## src/rtl/dmem_pkg.sv

```systemverilog
// Shared types and widths for the data-memory responder.
package dmem_pkg;

    typedef enum logic [1:0] {
        IDLE = 2'd0,
        WAIT = 2'd1,
        RESP = 2'd2
    } dmem_state_t;

    localparam int WORD_W = 32;
    localparam int BE_W   = 4;

endpackage

```

## src/rtl/dmem_responder_if.sv

```systemverilog
// Request/response valid-ready bus between the core (master) and the data memory (slave).
interface dmem_responder_if;
    import dmem_pkg::*;

    logic              req_valid;
    logic              req_ready;
    logic              req_write;
    logic [WORD_W-1:0] req_adr;
    logic [WORD_W-1:0] req_wdata;
    logic [BE_W-1:0]   req_be;

    logic              rsp_valid;
    logic              rsp_ready;
    logic [WORD_W-1:0] rsp_rdata;
    logic              rsp_err;

    modport master (
        output req_valid, req_write, req_adr, req_wdata, req_be, rsp_ready,
        input  req_ready, rsp_valid, rsp_rdata, rsp_err
    );

    modport slave (
        input  req_valid, req_write, req_adr, req_wdata, req_be, rsp_ready,
        output req_ready, rsp_valid, rsp_rdata, rsp_err
    );

endinterface

```

## src/rtl/dmem_ram.sv

```systemverilog
// Word-wide RAM, synchronous byte-lane write, combinational read, one shared index.
// No reset: contents survive a responder reset.
module dmem_ram
    import dmem_pkg::*;
#(
    parameter int DEPTH = 64,
    parameter int AW    = $clog2(DEPTH)
) (
    input  logic              clk,
    input  logic              we_i,
    input  logic [BE_W-1:0]   be_i,
    input  logic [AW-1:0]     idx_i,
    input  logic [WORD_W-1:0] wdata_i,
    output logic [WORD_W-1:0] rdata_o
);

    logic [WORD_W-1:0] mem_q [DEPTH];

    always_ff @(posedge clk) begin
        if (we_i) begin
            for (int i = 0; i < BE_W; i++) begin
                if (be_i[i]) begin
                    mem_q[idx_i][8*i +: 8] <= wdata_i[8*i +: 8];
                end
            end
        end
    end

    assign rdata_o = mem_q[idx_i];

endmodule

```

## src/rtl/dmem_responder.sv

```systemverilog
// Data-memory responder: one request in flight, LATENCY wait states, then a response
// held until rsp_ready; req_ready is low from accept until the cycle after the handshake.
module dmem_responder
    import dmem_pkg::*;
#(
    parameter int DEPTH   = 64,
    parameter int LATENCY = 2
) (
    input  logic           clk,
    input  logic           reset,
    dmem_responder_if.slave bus
);

    localparam int AW = $clog2(DEPTH);
    localparam logic [3:0] LAT = 4'(LATENCY);

    dmem_state_t       state_q, state_d;
    logic [3:0]        cnt_q, cnt_d;
    logic              wr_q, wr_d;
    logic [WORD_W-1:0] adr_q, adr_d;
    logic [WORD_W-1:0] wdata_q, wdata_d;
    logic [BE_W-1:0]   be_q, be_d;
    logic              rsp_valid_q, rsp_valid_d;
    logic [WORD_W-1:0] rsp_rdata_q, rsp_rdata_d;
    logic              rsp_err_q, rsp_err_d;

    logic              accept;
    logic              commit;
    logic              cur_wr;
    logic [WORD_W-1:0] cur_adr;
    logic [WORD_W-1:0] cur_wdata;
    logic [BE_W-1:0]   cur_be;
    logic              addr_err;
    logic [AW-1:0]     idx;
    logic              ram_we;
    logic [WORD_W-1:0] ram_rdata;

    assign accept = (state_q == IDLE) && bus.req_valid;

    // With LATENCY==0 the commit happens on the accept edge, so use the live request.
    assign cur_wr    = (state_q == IDLE) ? bus.req_write : wr_q;
    assign cur_adr   = (state_q == IDLE) ? bus.req_adr   : adr_q;
    assign cur_wdata = (state_q == IDLE) ? bus.req_wdata : wdata_q;
    assign cur_be    = (state_q == IDLE) ? bus.req_be    : be_q;

    assign commit = (accept && (LAT == 4'd0)) ||
                    ((state_q == WAIT) && (cnt_q <= 4'd1));

    assign addr_err = (cur_adr[1:0] != 2'b00) || (cur_adr[WORD_W-1:AW+2] != '0);
    assign idx      = cur_adr[AW+1:2];
    assign ram_we   = commit && cur_wr && !addr_err;

    dmem_ram #(
        .DEPTH (DEPTH),
        .AW    (AW)
    ) u_ram (
        .clk     (clk),
        .we_i    (ram_we),
        .be_i    (cur_be),
        .idx_i   (idx),
        .wdata_i (cur_wdata),
        .rdata_o (ram_rdata)
    );

    always_comb begin
        state_d     = state_q;
        cnt_d       = cnt_q;
        wr_d        = wr_q;
        adr_d       = adr_q;
        wdata_d     = wdata_q;
        be_d        = be_q;
        rsp_valid_d = rsp_valid_q;
        rsp_rdata_d = rsp_rdata_q;
        rsp_err_d   = rsp_err_q;

        case (state_q)
            IDLE: begin
                if (accept) begin
                    wr_d    = bus.req_write;
                    adr_d   = bus.req_adr;
                    wdata_d = bus.req_wdata;
                    be_d    = bus.req_be;
                    cnt_d   = LAT;
                    state_d = (LAT == 4'd0) ? RESP : WAIT;
                end
            end
            WAIT: begin
                cnt_d = cnt_q - 4'd1;
                if (cnt_q <= 4'd1) begin
                    cnt_d   = 4'd0;
                    state_d = RESP;
                end
            end
            RESP: begin
                if (bus.rsp_ready) begin
                    rsp_valid_d = 1'b0;
                    state_d     = IDLE;
                end
            end
            default: begin
                state_d = IDLE;
            end
        endcase

        if (commit) begin
            rsp_valid_d = 1'b1;
            rsp_err_d   = addr_err;
            rsp_rdata_d = (!cur_wr && !addr_err) ? ram_rdata : '0;
        end
    end

    always_ff @(posedge clk or negedge reset) begin
        if (!reset) begin
            state_q     <= IDLE;
            cnt_q       <= 4'd0;
            wr_q        <= 1'b0;
            adr_q       <= '0;
            wdata_q     <= '0;
            be_q        <= '0;
            rsp_valid_q <= 1'b0;
            rsp_rdata_q <= '0;
            rsp_err_q   <= 1'b0;
        end else begin
            state_q     <= state_d;
            cnt_q       <= cnt_d;
            wr_q        <= wr_d;
            adr_q       <= adr_d;
            wdata_q     <= wdata_d;
            be_q        <= be_d;
            rsp_valid_q <= rsp_valid_d;
            rsp_rdata_q <= rsp_rdata_d;
            rsp_err_q   <= rsp_err_d;
        end
    end

    assign bus.req_ready = (state_q == IDLE);
    assign bus.rsp_valid = rsp_valid_q;
    assign bus.rsp_rdata = rsp_rdata_q;
    assign bus.rsp_err   = rsp_err_q;

endmodule
```

## src/flat_wrapper.sv

```systemverilog
// flat-port wrapper written by rule: the top's interface ports become plain ports
module dmem_responder_flat import dmem_pkg::*;
#(
    parameter int DEPTH   = 64,
    parameter int LATENCY = 2
)
  (clk, reset, bus_req_valid, bus_req_write, bus_req_adr, bus_req_wdata, bus_req_be, bus_rsp_ready, bus_req_ready, bus_rsp_valid, bus_rsp_rdata, bus_rsp_err);
  dmem_responder_if bus_i ();
  input  logic clk;
  input  logic reset;
  input wire logic [$bits(bus_i.req_valid)-1:0] bus_req_valid;
  input wire logic [$bits(bus_i.req_write)-1:0] bus_req_write;
  input wire logic [$bits(bus_i.req_adr)-1:0] bus_req_adr;
  input wire logic [$bits(bus_i.req_wdata)-1:0] bus_req_wdata;
  input wire logic [$bits(bus_i.req_be)-1:0] bus_req_be;
  input wire logic [$bits(bus_i.rsp_ready)-1:0] bus_rsp_ready;
  output wire logic [$bits(bus_i.req_ready)-1:0] bus_req_ready;
  output wire logic [$bits(bus_i.rsp_valid)-1:0] bus_rsp_valid;
  output wire logic [$bits(bus_i.rsp_rdata)-1:0] bus_rsp_rdata;
  output wire logic [$bits(bus_i.rsp_err)-1:0] bus_rsp_err;
  assign bus_i.req_valid = bus_req_valid;
  assign bus_i.req_write = bus_req_write;
  assign bus_i.req_adr = bus_req_adr;
  assign bus_i.req_wdata = bus_req_wdata;
  assign bus_i.req_be = bus_req_be;
  assign bus_i.rsp_ready = bus_rsp_ready;
  assign bus_req_ready = bus_i.req_ready;
  assign bus_rsp_valid = bus_i.rsp_valid;
  assign bus_rsp_rdata = bus_i.rsp_rdata;
  assign bus_rsp_err = bus_i.rsp_err;
  dmem_responder #(.DEPTH(DEPTH), .LATENCY(LATENCY)) u_core (.clk(clk), .reset(reset), .bus(bus_i));
endmodule
```

## config.mk

```make
export PLATFORM = sky130hd
export DESIGN_NAME = dmem_responder_flat
export DESIGN_NICKNAME = d
export VERILOG_FILES = /design/src/rtl/dmem_pkg.sv /design/src/rtl/dmem_responder_if.sv /design/src/rtl/dmem_ram.sv /design/src/rtl/dmem_responder.sv /design/src/flat_wrapper.sv
export SDC_FILE = /design/constraint.sdc
export NUM_CORES = 2
export LEC_CHECK = 0
export ABC_CLOCK_PERIOD_IN_PS = 8150
export CORE_ASPECT_RATIO = 1.5
export CORE_MARGIN = 1.5
export CORE_UTILIZATION = 50
export CTS_CLUSTER_SIZE = 30
export DETAILED_ROUTE_END_ITERATION = 8
export HOLD_SLACK_MARGIN = 0.08
export PLACE_DENSITY = 0.66
export SLEW_MARGIN = 20
export SYNTH_ARGS = -nofsm -noshare
export SYNTH_HDL_FRONTEND = slang
export SYNTH_SLANG_ARGS = --single-unit
```

## constraint.sdc

```tcl
create_clock -name clk -period 8.15 [get_ports clk]
set_clock_uncertainty 0.05 [all_clocks]
set_input_delay 2.0375 -clock clk [delete_from_list [all_inputs] [get_ports clk]]
set_output_delay 2.0375 -clock clk [all_outputs]
set_load 0.05 [all_outputs]
```

Word-level counts from Yosys, hierarchy flattened --
Memories as Yosys holds them, arrays and structs flattened. Cells that the tools add are included.
Operators by class: $add $sub $neg 1, $lt $le $gt $ge 1, equal/unequal tests 5, muxes and demuxes 27, reductions and logical operators 18
Operators by type and width (count):
- $mux 32 | 3
- $reduce_bool 24->1 | 1
- $mux 1 | 16
- $mux 4 | 3
- $pmux 4 s2 | 1
- $reduce_bool 2->1 | 4
- $mux 2 | 3
- $pmux 2 s3 | 1
- $reduce_and 2->1 | 3
- $logic_and 1x1->1 | 5
- $le 4x1->1 const B | 1
- $ne 2x2->1 const B | 2
- $sub 4x1->4 const B | 1
- $reduce_and 3->1 | 1
- $eq 2x1->1 const B | 1
- $eq 2x2->1 const B | 1
- $logic_not 1->1 | 2
- $logic_not 2->1 | 1
- $ne 2x1->1 const B | 1
- $logic_or 1x1->1 | 1
Word-level totals: flip-flop bits (word level) 109, memory bits (writable) 2048, input port bits 73, output and inout port bits 35, memories kept 1
Memory list:
- u_core.u_ram.mem_q | words 64, width 32, rd ports 1, clocked after Yosys merged registers in 0, write ports 1, RTL line dmem_ram.sv:17 | logic [WORD_W-1:0] mem_q [DEPTH];

Longest topological paths before layout --
depth after elaboration 8, gate-level depth with buffers 14, gate-level depth less buffers 10

Modules after synthesis --
From an unflattened synthesis, not the netlist that was laid out.
Second synthesis, totals: cells, all modules 4942, area, all modules 83188.5 um^2
Modules (own cells, without submodules):
- dmem_ram | times used 1, cells each 4614, area each 78407.7 um^2
- dmem_responder | times used 1, cells each 328, area each 4780.8 um^2

Least setup slack after synthesis --
OpenSTA, ideal clock, no wires.
path kind input -> register, start input port bus_req_adr[3], end memory u_core.u_ram.mem_q[23][16] (enable), setup time 383 ps, data arrival time 4354 ps, required time 7717 ps, path slack 3363 ps, stages on the path 9, cell sequence buf_2 nor4bb_1 a21oi_1 buf_2 buf_2 buf_2 clkbuf_1 buf_1 nor3_1
On the way: longest elaborated chain between the ends 1
Ends and longest elaborated chain:
- from (decl) | RTL line flat_wrapper.sv:13 | input wire logic [$bits(bus_i.req_adr)-1:0] bus_req_adr;
- $mux 32 | RTL line dmem_responder.sv:42 | assign cur_adr = (state_q == IDLE) ? bus.req_adr : adr_q;
- to (decl) | RTL line dmem_ram.sv:17
No other way between the ends.

Final worst setup path --
start register u_core.state_q[0], end register u_core.rsp_rdata_q[3] (netlist: u_core.bus.rsp_rdata[3])
On the way: longest elaborated chain between the ends 7, elaborated cells between the ends (all ways) 13
Ends and longest elaborated chain:
- from (decl) | RTL line dmem_responder.sv:17 | dmem_state_t state_q, state_d;
- from (signal assigned) | RTL line dmem_responder.sv:124 | state_q <= state_d;
- parallel branches: the longest is 7 deep, another holds $mem_v2 64x32
- to (signal assigned) | RTL line dmem_responder.sv:131 | rsp_rdata_q <= rsp_rdata_d;
- to (decl) | RTL line dmem_responder.sv:24 | logic [WORD_W-1:0] rsp_rdata_q, rsp_rdata_d;
Several ways; the timed one is not identified. A chain may end at the register's enable or synchronous reset.

==> results.py <==
metrics = {
    "run_status": {
        "status": "complete, no violations",
    },
    "finish": {
        "final_core_utilization_pct": 57.2,
        "syn_to_final_growth_pct": 13.6,
        "nets": 5716,
        "fill_cells": 12200,
        "drive_gt1_share_pct": 13.1,
    },
    "drt": {
        "num_vias": 52800,
        "drc": 0,
        "routedWlPerCell_um": 32.2,
        "viasPerCell": 6.68,
        "drt-pass1-iter-count": 8,
        "drt_iter0_drc": 7043,
        "drtAntennaViolNets": 0,
        "routed_wl_um": 254000,
    },
    "hold_path": {
        "worstHoldPathCells": 1,
        "worstHoldStart": "u_core.wdata_q[24]",
        "hold_class": "flip-flop to flip-flop",
        "hold_end": "u_core.wdata_q[24]",
    },
    "clock_network": {
        "cts_setup_buffers": 0,
        "ctsHoldBuffers": 0,
        "clk_pin_slew_worst_paths_ps": 70,
        "cts.htree.levels": 4,
        "tritoncts": "yes",
        "cts.root.buffer_cell": "clkbuf_16",
        "insertion_delay_ps": 850,
        "cts_resized": 0,
        "cts_max_path_buffers": 3,
        "cts.sinks": 2157,
        "numCtsBuffers": 188,
    },
    "global_route": {
        "grt_pass1_wl_um": 362000,
        "antenna_found_initial": 6,
        "grt_usage_pct": 30.2,
        "grt_overflow_total": 0,
        "grt_max_degree": 97,
        "grt_pass1_vias": 51900,
    },
    "yosys": {
        "syn_area_um2": 81800,
        "synth.distinct_cells": 72,
        "ys.flop_type": "edfxtp_1",
        "synth_top_family_by_area": "compound AO/OA/AOI/OAI gates",
        "synth_fp_nets": 5509,
        "synth_simple_gate_area_share_pct": 8.22,
        "netlist_instances": 5434,
        "ys_seq_area_share_pct": 78.5,
        "async_reset_ff_share_pct": 5.05,
        "yosysWarnings": 0,
        "synth_xor_area_share_pct": 0,
        "syn_avg_cell_area_um2": 15.0,
        "synth_enable_flop_cells": 2048,
        "synth-compound-area-share_pct": 9.65,
        "ys_seq_elements": 2157,
        "synth_mux_area_share_pct": 1.42,
        "synthAdderAreaFrac_pct": 0.0306,
    },
    "setup_path": {
        "path_max_fanout": 31,
        "timing.rr.end": "u_core.bus.rsp_rdata[3]",
        "reg2reg_slack_ps": 2570,
        "r2r_start": "u_core.state_q[0]",
        "cp.required_ps": 8860,
        "worst_r2r_path_depth": 9,
        "critPathCaptureType": "flip-flop",
        "arrival_ps": 6290,
        "cp-start-kind": "flip-flop",
        "critical_path_class": "flip-flop to flip-flop",
    },
    "timing": {
        "finalHoldViolCount": 0,
        "rsz0062_at_grt": "no",
        "min_period_over_period_pct": 68.5,
        "layout_min_cycle_time_ps": 5580,
        "slew_violations": 0,
        "setup_violations": 0,
        "tns_ps": 0,
        "slew_headroom_pct": 14.3,
        "tightest_slew_ps": 1290,
        "fmax_ghz": 0.179,
    },
    "power": {
        "ir_drop_mv": 0.417,
        "p_leak_uw": 0.0299,
        "power.total_uw": 35200,
        "power.density_nw_per_um2": 379,
    },
    "floorplanning": {
        "die_x_um": 333,
        "initial_utilization_pct": 50.4,
        "dieArea_um2": 166000,
        "pin_count": 108,
        "core-area_um2": 162000,
        "rows": 181,
        "dieHeight_um": 498,
    },
    "placed_design": {
        "detailed_place_hpwl_um": 147000,
        "io_buffers": 107,
        "gp_congestion": 0.873,
    },
    "job": {
        "cap_violations": 0,
    },
}
power by group:
part	total [uW]	switching, uW	internal (uW)
Sequential	14600	149	14500
Combinational	11700	9080	2610
Clock	8870	3950	4920
per-stage QoR:
stage | setup slack [ps] | hold slack, ps | cell area [um^2] | cells
global route | 2480 | 462 | 92900 | 7900
detailed placement | 1960 | 446 | 86800 | 7554
CTS | 2730 | 460 | 92800 | 7898
finish | 2570 | 455 | 92900 | 7902
floorplan | 3360 | 430 | 81800 | 5434
global placement | 1990 | 439 | 86700 | 7553
cells in the mapped netlist, types with 4 or more instances:
library cell	instances	area, um^2
nor3_1	310	1550
a21oi_1	330	1650
edfxtp_1	2048	61500
o31ai_1	9	67.6
o22a_1	8	70.1
nand2b_1	5	31.3
o21ai_0	20	100
a21o_1	8	60.1
nor2_1	254	953
a22oi_1	14	105
mux2i_1	37	370
mux2_2	70	788
nand2_1	684	2570
and2_1	6	37.5
buf_2	141	706
nor4_1	115	719
a211oi_1	22	165
clkbuf_1	157	589
buf_4	12	90.1
o221ai_1	14	123
nor2b_1	4	25.0
nand3_1	105	526
and3_1	17	106
or3_1	5	31.3
inv_1	7	26.3
a222oi_1	7	70.1
a31oi_1	122	763
o22ai_1	578	3620
or2_2	5	31.3
buf_1	76	285
a32oi_1	22	193
a22o_1	11	96.3
dfrtp_1	109	2730
a311oi_1	4	35.0
buf_6	4	45.0
a32o_1	43	430
or4_1	5	37.5
area by class of cell:
type                       instances  area, um^2  share of cell area (%)
inverter                           8        32.5                  0.0350
clock buffer                     256        5130                    5.52
clock inverter                    88         878                   0.946
sequential                      2157       64200                    69.2
multi-input combinational       2879       16300                    17.6
antenna                            3        7.51                 0.00808
timing repair buffer             407        3640                    3.92
tap                             2104        2630                    2.83
state kept, by name (all words and copies together) (netlist names), 2 cells and up:
register / flops
u_core.adr_q: 32
u_core.state_q: 2
u_core.bus.rsp_rdata: 32
u_core.be_q: 4
u_core.wdata_q: 32
u_core.cnt_q: 4
u_core.u_ram.mem_q: 2048
critical path, stage by stage (launching register included):
cell and delay (ps):
dfrtp_1 680, or2_4 410, inv_4 280, buf_4 610, mux2i_1 760, or3_2 920, buf_4 560, a21oi_1 190
nor4_1 780, a22o_1 240
per-layer routing:
| metal | vias up | routed length [um] | GRT usage [%] |
|---|---|---|---|
| met5 | - | 26 | 0 |
| met4 | 4 | 16000 | 17.1 |
| met3 | 775 | 26500 | 5.90 |
| met2 | 3703 | 124000 | 50.0 |
| met1 | 26500 | 88000 | 37.2 |
| li1 | 21700 | - | - |
cell usage in the layout, fill, tap and decap left out, types with 8 or more instances in the layout:
cell / n
buf_4: 275
clkinv_2: 28
clkbuf_16: 193
o31ai_1: 9
edfxtp_1: 2048
o22ai_1: 578
a211oi_1: 22
nand2_1: 644
a21oi_1: 329
a22o_1: 11
a32oi_1: 22
nand3_1: 100
nor2_1: 254
nor3_2: 44
nor3_1: 266
o22a_1: 8
buf_12: 25
o221ai_1: 14
clkinv_1: 29
a22oi_1: 13
dfrtp_1: 109
clkbuf_1: 57
o21ai_0: 19
nand2_2: 38
a31oi_1: 122
clkdlybuf4s50_1: 106
nor4_1: 115
a32o_1: 43
mux2_2: 70
mux2i_1: 33
and3_1: 17
bufinv_16: 16
logic make-up after synthesis:
kind of cell	after synthesis
compound gates	1243
buf+inv	398
simple gates	1527
flops	2157
fa+ha+maj	2
mux	107
worst max-delay path by stage:
stage | startpoint | end | slack (ps) | cells past startpoint
2_1_floorplan | bus_req_adr[3] | u_core.u_ram.mem_q[23][16] | 3360 | 9
3_5_place_dp | bus_req_adr[2] | u_core.bus.rsp_rdata[3] | 1960 | 9
6_report | u_core.state_q[0] | u_core.bus.rsp_rdata[3] | 2570 | 9
3_3_place_gp | bus_req_adr[2] | u_core.bus.rsp_rdata[3] | 1990 | 9
4_1_cts | u_core.state_q[0] | u_core.bus.rsp_rdata[3] | 2730 | 9
5_1_grt | u_core.state_q[0] | u_core.bus.rsp_rdata[3] | 2480 | 9
No activity file was read; power rests on OpenSTA's default activity.
